[config.mk]
export PLATFORM = sky130hd
export DESIGN_NAME = led_breathe
export DESIGN_NICKNAME = d
export VERILOG_FILES = /design/src/rtl/led_breathe.sv
export SDC_FILE = /design/constraint.sdc
export NUM_CORES = 1
export LEC_CHECK = 0
export BUFFER_PORTS_ARGS = -buffer_cell sky130_fd_sc_hd__buf_4
export CAP_MARGIN = 15
export CELL_PAD_IN_SITES_DETAIL_PLACEMENT = 0
export CELL_PAD_IN_SITES_GLOBAL_PLACEMENT = 2
export CORE_AREA = 2 2 83 85
export CTS_CLUSTER_DIAMETER = 30
export DETAILED_ROUTE_END_ITERATION = 6
export DIE_AREA = 0 0 85 87
export PLACE_DENSITY = 0.81
export SLEW_MARGIN = 10
export SYNTH_ARGS = -nofsm -noshare
export SYNTH_HDL_FRONTEND = slang
export SYNTH_SLANG_ARGS = --single-unit
[constraint.sdc]
create_clock -name clk -period 6.2 [get_ports clk]
set_clock_uncertainty 0.1 [all_clocks]
set_input_delay 0.62 -clock clk [delete_from_list [all_inputs] [get_ports clk]]
set_output_delay 0.62 -clock clk [all_outputs]
set_load 0.1 [all_outputs]
[src/rtl/led_breathe.sv]
// Breathing-LED stage: ramps a PWM duty up/hold/down/hold, one step per tick transition.
// Optional LED_BREATHE_GAMMA_EN squares the duty before it reaches the PWM comparator.
module led_breathe #(
    parameter int PWM_WIDTH  = 8,
    parameter int STEP       = 1,
    parameter int HOLD_STEPS = 4
) (
    input  logic                 clk,
    input  logic                 rst,
    input  logic                 enable,
    input  logic                 tick,
    output logic                 led,
    output logic [PWM_WIDTH-1:0] duty,
    output logic [2:0]           state,
    output logic                 period_done
);

    localparam logic [2:0] S_IDLE      = 3'd0;
    localparam logic [2:0] S_RAMP_UP   = 3'd1;
    localparam logic [2:0] S_HOLD_HIGH = 3'd2;
    localparam logic [2:0] S_RAMP_DOWN = 3'd3;
    localparam logic [2:0] S_HOLD_LOW  = 3'd4;

    localparam logic [PWM_WIDTH:0] STEP_X     = (PWM_WIDTH+1)'(STEP);
    localparam logic [PWM_WIDTH:0] DUTY_MAX_X = {1'b0, {PWM_WIDTH{1'b1}}};
    localparam logic [7:0]         HOLD_LAST  = 8'(HOLD_STEPS);

    logic                 tick_q, tick_d;
    logic [2:0]           state_q, state_d;
    logic [PWM_WIDTH-1:0] duty_q, duty_d;
    logic [7:0]           hold_q, hold_d;
    logic [PWM_WIDTH-1:0] pwm_ctr_q, pwm_ctr_d;
    logic [PWM_WIDTH-1:0] active_duty_q, active_duty_d;
    logic                 led_q, led_d;

    logic                 evt;
    logic                 wrap;
    logic [PWM_WIDTH:0]   duty_sum;
    logic [PWM_WIDTH:0]   duty_diff;
    logic [7:0]           hold_inc;
    logic [PWM_WIDTH-1:0] duty_lum;

    assign evt       = (tick != tick_q);
    assign wrap      = (pwm_ctr_q == '1);
    assign duty_sum  = {1'b0, duty_q} + STEP_X;
    assign duty_diff = {1'b0, duty_q} - STEP_X;
    assign hold_inc  = hold_q + 8'd1;

`ifdef LED_BREATHE_GAMMA_EN
    logic [2*PWM_WIDTH-1:0] duty_sq;
    assign duty_sq  = {{PWM_WIDTH{1'b0}}, duty_q} * {{PWM_WIDTH{1'b0}}, duty_q};
    assign duty_lum = duty_sq[2*PWM_WIDTH-1:PWM_WIDTH];
`else
    assign duty_lum = duty_q;
`endif

    always_comb begin
        tick_d = tick;
        state_d = state_q;
        duty_d  = duty_q;
        hold_d  = hold_q;
        // enable low wins over any step event arriving in the same cycle
        if (!enable) begin
            state_d = S_IDLE;
            duty_d  = '0;
            hold_d  = '0;
        end else begin
            case (state_q)
                S_IDLE: begin
                    state_d = S_RAMP_UP;
                    duty_d  = '0;
                    hold_d  = '0;
                end
                S_RAMP_UP: begin
                    if (evt) begin
                        if (duty_sum >= DUTY_MAX_X) begin
                            duty_d  = '1;
                            state_d = S_HOLD_HIGH;
                            hold_d  = '0;
                        end else begin
                            duty_d = duty_sum[PWM_WIDTH-1:0];
                        end
                    end
                end
                S_HOLD_HIGH: begin
                    if (evt) begin
                        if (hold_inc == HOLD_LAST) begin
                            state_d = S_RAMP_DOWN;
                            hold_d  = '0;
                        end else begin
                            hold_d = hold_inc;
                        end
                    end
                end
                S_RAMP_DOWN: begin
                    if (evt) begin
                        if ({1'b0, duty_q} <= STEP_X) begin
                            duty_d  = '0;
                            state_d = S_HOLD_LOW;
                            hold_d  = '0;
                        end else begin
                            duty_d = duty_diff[PWM_WIDTH-1:0];
                        end
                    end
                end
                S_HOLD_LOW: begin
                    if (evt) begin
                        if (hold_inc == HOLD_LAST) begin
                            state_d = S_RAMP_UP;
                            hold_d  = '0;
                        end else begin
                            hold_d = hold_inc;
                        end
                    end
                end
                default: begin
                    state_d = S_IDLE;
                    duty_d  = '0;
                    hold_d  = '0;
                end
            endcase
        end
    end

    always_comb begin
        pwm_ctr_d     = enable ? pwm_ctr_q + 1'b1 : '0;
        // duty only reaches the comparator at the wrap, so a period is never cut short
        active_duty_d = !enable ? '0 : (wrap ? duty_lum : active_duty_q);
        led_d         = enable & (pwm_ctr_q < active_duty_q);
    end

    always_ff @(posedge clk or posedge rst) begin
        if (rst) begin
            tick_q        <= 1'b0;
            state_q       <= S_IDLE;
            duty_q        <= '0;
            hold_q        <= '0;
            pwm_ctr_q     <= '0;
            active_duty_q <= '0;
            led_q         <= 1'b0;
        end else begin
            tick_q        <= tick_d;
            state_q       <= state_d;
            duty_q        <= duty_d;
            hold_q        <= hold_d;
            pwm_ctr_q     <= pwm_ctr_d;
            active_duty_q <= active_duty_d;
            led_q         <= led_d;
        end
    end

    assign led         = led_q;
    assign duty        = duty_q;
    assign state       = state_q;
    assign period_done = wrap;

endmodule

==> results.toml, run 1 <==
[global_routing]
antenna_found_initial = 0
met3_usage_pct = 2.94
grt_pass1_vias = 2069
grt_max_degree = 38
overflow = 0
grt-busiest-layer = "met2"
grt_use_met2_pct = 28.9
grt_pass1_wl_microns = 10500
grt.met1_usage_pct = 24.5
track_usage_pct = 17.7

[logic_synthesis]
syn_area_per_cell_sq_um = 9.04
synth_most_common_cell = "dfrtp_1"
ys_types = 60
ys_seq_elements = 37
yosys-top-cells-count = "dfrtp_1 (37), nor2_1 (32), nand2_1 (19), inv_1 (18), o21ai_0 (14)"
yosysTopAreaCellShare_pct = 35.9
synth_warnings = 0
synth_nets = 302
async_reset_ff_share_pct = 100
ys_top_cells_by_area = "dfrtp_1 (36%), ha_1 (6.3%), nor2_1 (4.7%), mux2i_1 (3.5%), o211ai_1 (2.9%)"
synth_ff_type = "dfrtp_1"
synth-seq-area-share_pct = 35.9
synth_area_sq_um = 2580
synth_area_leader_cell = "dfrtp_1"
synthCells = 285
synth_edf_count = 0

[routing]
drc_errors = 0
viasPerCell = 5.76
drtIter0Drc = 100
dr.pass1.iters = 4
wirelength_microns = 6220
vias = 2149
avgRoutedWirePerCell_microns = 16.7
antenna_left = 0

[clock_network]
clock_path_buffers = 2
h-tree-depth = 2
clk_latency_ns = 0.29
ctsHoldBuffers = 0
clk_pin_slew_ns = 0.07
numCtsBuffers = 5
cts_root_buffer = "clkbuf_8"
cts_tree = "built"
cts_resized = 0
cts_sinks = 37
postCtsSetupBuffers = 0

[worst_setup_path]
cp-end-kind = "flop"
endpoint = "state[1]$_DFFE_PP0P_"
cp_max_fo = 11
crit-reg2reg-capture = "state[1]$_DFFE_PP0P_"
crit_type = "flop to flop"
slowest_delay_ns = 0.62
critPathLaunchType = "flop"
rr_worst_depth = 8
r2r_start = "duty[1]$_DFFE_PP0P_"
crit_start = "duty[1]$_DFFE_PP0P_"
slowest_stage = "dfrtp_1"
worstPathRequired_ns = 6.25
cp_cell_sequence = "inv_1, ha_1, nor2_1, o31ai_2, a2111o_2, and2_1, a31oi_1, o32ai_2"
rrSetupSlack_ns = 3.33
crit_arrival_ns = 2.92

[power]
leakagePower_nw = 1.14
vdd_drop_max_mv = 0.107
powerDensity_nw_per_um2 = 224

[cells_and_area]
fin_nets = 309
antenna_cells = 0
ff_latch_area_sq_um = 926
fillCellCount = 641
stdcell_count = 373
multi_input_area_sq_um = 1460
design_area_sq_um = 2780
area_growth_pct = 7.77
layout-drive-gt1-share_pct = 13.0

[floorplan]
die_w_microns = 85
core_area_sq_um = 6570
initial_core_util_pct = 39.2
row_count = 30
die_h_microns = 87
ios = 17
dieArea_sq_um = 7400

[placed_design]
gp_congestion = 0.769
dp_slack_ns = 2.80
portBuffers = 16
placed_cell_area_sq_um = 2670
hpwl_microns = 4130
dp_cells = 365

[timing]
hold_viol = 0
fmax_mhz = 348
timing.final.crit_share_pct = 46.3
tightest_slew_ns = 0.887
drv_slew = 0
maxSlewHeadroom_pct = 40.6
rsz0062_at_grt = "no"
setup-violations-final = 0
fin_ws_ns = 3.33
layout_min_cycle_time_ns = 2.87
fin_tns_setup_ns = 0

[status]
status = "complete, no violations"

[flow_run]
drv_cap = 0

[hold_path]
min_path_type = "primary input to async pin"
-- worst min path at each step --
stage                                 from                      to  slack, ns
finish                                 rst           led$_DFF_PP0_       0.35
global route                          tick        tick_q$_DFF_PP0_       0.34
CTS                                   tick        tick_q$_DFF_PP0_       0.34
detailed placement  pwm_ctr_q[0]$_DFF_PP0_  pwm_ctr_q[0]$_DFF_PP0_       0.38
global placement    pwm_ctr_q[0]$_DFF_PP0_  pwm_ctr_q[0]$_DFF_PP0_       0.37
floorplan           pwm_ctr_q[0]$_DFF_PP0_  pwm_ctr_q[0]$_DFF_PP0_       0.34
-- worst max-delay path, delay by kind of cell (launching register included) --
kind,cells,cell delay (ns)
flops,1,0.62
compound gates,4,1.03
simple gates,2,0.49
buf+inv,1,0.18
fa+ha+maj,1,0.30
-- routing by layer --
metal	share of wire [%]	wire length (microns)
met1	51	3170
met2	46	2860
met3	2.1	132
met4	0.92	57
met5	0	0
-- area by class of cell --
type | count | area share, %
Multi-Input combinational cell | 213 | 52.4
Timing Repair Buffer | 17 | 4.59
Clock inverter | 1 | 0.180
Clock buffer | 7 | 3.47
Tap cell | 80 | 3.60
Inverter | 18 | 2.43
Sequential cell | 37 | 33.3
-- kinds of logic after synthesis --
group	synth area share, %
fa+ha+maj	6.31
mux	3.93
flops	35.9
simple gates	18.0
compound gates	25.3
buf+inv	7.82
xor+xnor	2.72
-- flip-flops by register name (all words and copies together) (netlist names) --
signal	cells
active_duty_q	8
duty	8
hold_q	8
pwm_ctr_q	8
state	3
led	1
tick_q	1
-- cells in the final DEF, fill, tap and decap left out, types with 5 or more instances in the layout --
master	instances
a21oi_1	9
a31oi_1	11
buf_4	17
clkbuf_8	7
dfrtp_1	37
ha_1	13
inv_1	18
mux2i_1	9
nand2_1	19
nand2b_1	7
nand3_1	7
nor2_1	32
o211ai_1	10
o21ai_0	14
or3_1	6
xnor2_1	5
-- metrics by stage --
step / hold WS [ns] / total power [W] / utilization, %
5_1_grt: 0.336 / 0.000656 / 42.3
3_3_place_gp: 0.369 / 0.000438 / 40.7
3_5_place_dp: 0.376 / 0.000437 / 40.7
2_1_floorplan: 0.337 / 0.000404 / -
6_report: 0.347 / 0.000623 / 42.3
4_1_cts: 0.343 / 0.000627 / 42.2
-- power breakdown --
part           leakage (nW)  total, W  internal [W]  switching [W]
clock network        0.0542  0.000190      0.000101      0.0000891
logic                 0.579  0.000160     0.0000482       0.000112
registers             0.507  0.000273      0.000249      0.0000247
Note: power is estimated with default switching activity, not from simulation.
==> inputs of run 2 (changes only) <==
ABC_AREA = 1   (was unset)
CORE_AREA = 2 2 87 89   (was 2 2 83 85)
DIE_AREA = 0 0 89 91   (was 0 0 85 87)
PLACE_DENSITY = 0.76   (was 0.81)
clock period = 2.77 ns   (was 6.2 ns; I/O delays follow)
==> results.toml, run 2 <==
[logic_synthesis]
synth_warnings = 0
ys_types = 32
async_reset_ff_share_pct = 100
ys_seq_elements = 37
synth-seq-area-share_pct = 37.6
yosys-top-cells-count = "nand2_1 (93), inv_1 (41), dfrtp_1 (37), nand3_1 (33), nor2_1 (27)"
synth_most_common_cell = "nand2_1"
syn_area_per_cell_sq_um = 7.37
synth_area_sq_um = 2460
synth_nets = 351
synth_edf_count = 0
synthCells = 334
synth_area_leader_cell = "dfrtp_1"
yosysTopAreaCellShare_pct = 37.6
ys_top_cells_by_area = "dfrtp_1 (38%), nand2_1 (14%), nand3_1 (6.7%), ha_1 (6.6%), inv_1 (6.3%)"
synth_ff_type = "dfrtp_1"

[power]
powerDensity_nw_per_um2 = 629
p_total_w = 0.00174
vdd_drop_max_mv = 0.195
leakagePower_nw = 1.41

[routing]
antenna_left = 0
drc_errors = 0
viasPerCell = 4.64
wirelength_microns = 5960
vias = 2101
drtIter0Drc = 143
avgRoutedWirePerCell_microns = 13.2
dr.pass1.iters = 4

[timing]
setup-violations-final = 0
hold_ws_ns = -0.00164
layout_min_cycle_time_ns = 2.16
maxSlewHeadroom_pct = 59.2
fin_tns_setup_ns = 0
tightest_slew_ns = 0.608
rsz0062_at_grt = "no"
fmax_mhz = 462
timing.final.crit_share_pct = 78.1
hold_viol = 2
drv_slew = 0

[global_routing]
track_usage_pct = 16.3
grt_use_met2_pct = 25.9
grt_pass1_vias = 2060
grt_max_degree = 38
overflow = 0
met3_usage_pct = 3.18
grt_pass1_wl_microns = 10200
antenna_found_initial = 0
grt.met1_usage_pct = 22.3
grt-busiest-layer = "met2"

[placed_design]
placed_cell_area_sq_um = 2680
portBuffers = 16
gp_congestion = 0.851
hpwl_microns = 4480

[hold_path]
min_path_type = "primary input to async pin"

[worst_setup_path]
cp-end-kind = "primary output"
crit_arrival_ns = 1.79
crit_type = "flop to primary output"
critPathLaunchType = "flop"
cp_max_fo = 4
worstPathRequired_ns = 2.39

[floorplan]
ios = 17
initial_core_util_pct = 34.5
die_w_microns = 89
row_count = 31
dieArea_sq_um = 8100
core_area_sq_um = 7140
die_h_microns = 91

[cells_and_area]
layout-drive-gt1-share_pct = 14.4
utilization_pct = 38.7
fin_nets = 372
area_growth_pct = 12.4
design_area_sq_um = 2770
final_common_cell = "nand2_1"
antenna_cells = 0
layout_common_cells = "nand2_1 (93), inv_1 (41), dfrtp_1 (37), nand3_1 (33), nor2_1 (26)"

[clock_network]
clk_pin_slew_ns = 0.07
cts_resized = 0
postCtsSetupBuffers = 0
h-tree-depth = 2
ctsHoldBuffers = 0
cts_sinks = 37
numCtsBuffers = 5
cts_tree = "built"
clock_path_buffers = 2
cts_root_buffer = "clkbuf_8"
clk_latency_ns = 0.29

[status]
violations = "hold timing"
status = "finished with violations"

[flow_run]
drv_cap = 0
==> run 2: stage by stage <==
step	instances	worst slack [ns]
floorplan	334	0.228
global placement	446	0.707
detailed placement	446	0.677
CTS	452	0.580
global route	453	0.350
finish	453	0.606
==> run 2: final timing paths <==
path	start	end	cells past startpoint	slack (ns)
worst min register to register	pwm_ctr_q[0]$_DFF_PP0_	pwm_ctr_q[0]$_DFF_PP0_	1	0.39
worst max-delay path	pwm_ctr_q[0]$_DFF_PP0_	period_done	8	0.61
worst min-delay path	rst	pwm_ctr_q[4]$_DFF_PP0_	3	-0.002
min in group clk	enable	pwm_ctr_q[1]$_DFF_PP0_	3	0.18
max in group asynchronous	rst	duty[5]$_DFFE_PP0P_	3	2.23
worst max register to register	duty[0]$_DFFE_PP0P_	hold_q[4]$_DFFE_PP0P_	11	0.68
==> run 2: area by class of cell <==
class                           instances  area [sq um]
Sequential cell                        37           926
Multi-Input combinational cell        244          1320
Tap cell                               99           124
Clock inverter                          1          5.00
Inverter                               49           186
Clock buffer                            5          68.8
Timing Repair Buffer                   18           138
Fill cell                             812          4370
==> run 2: critical path, stage by stage, from the launching register on <==
cell and delay, ns:
dfrtp_1 0.39, ha_1 0.21, nand2_1 0.06, nor2_1 0.12, nand2_1 0.06, inv_1 0.09
nand3_1 0.13, nor2_2 0.13, buf_4 0.30
==> run 2: kinds of logic (layout without fill, tap and decap cells) <==
family	Yosys count	in the layout	synth area share [%]
compound gates	45	45	10.3
xor+xnor	8	8	2.85
fa+ha+maj	13	13	6.61
buf+inv	53	73	8.95
flops	37	37	37.6
simple gates	178	178	33.7
==> run 2: power breakdown <==
part	switching [W]	internal, W
sequential	0.0000701	0.000576
combinational	0.000537	0.000193
clock	0.000196	0.000166
==> run 2: layer usage <==
layer	wire, microns	part of all wire, %	vias up
met5	0	0	-
met4	74	1.2	0
met3	242	4.1	6
met2	2830	47	25
met1	2820	47	965
li1	-	-	1105
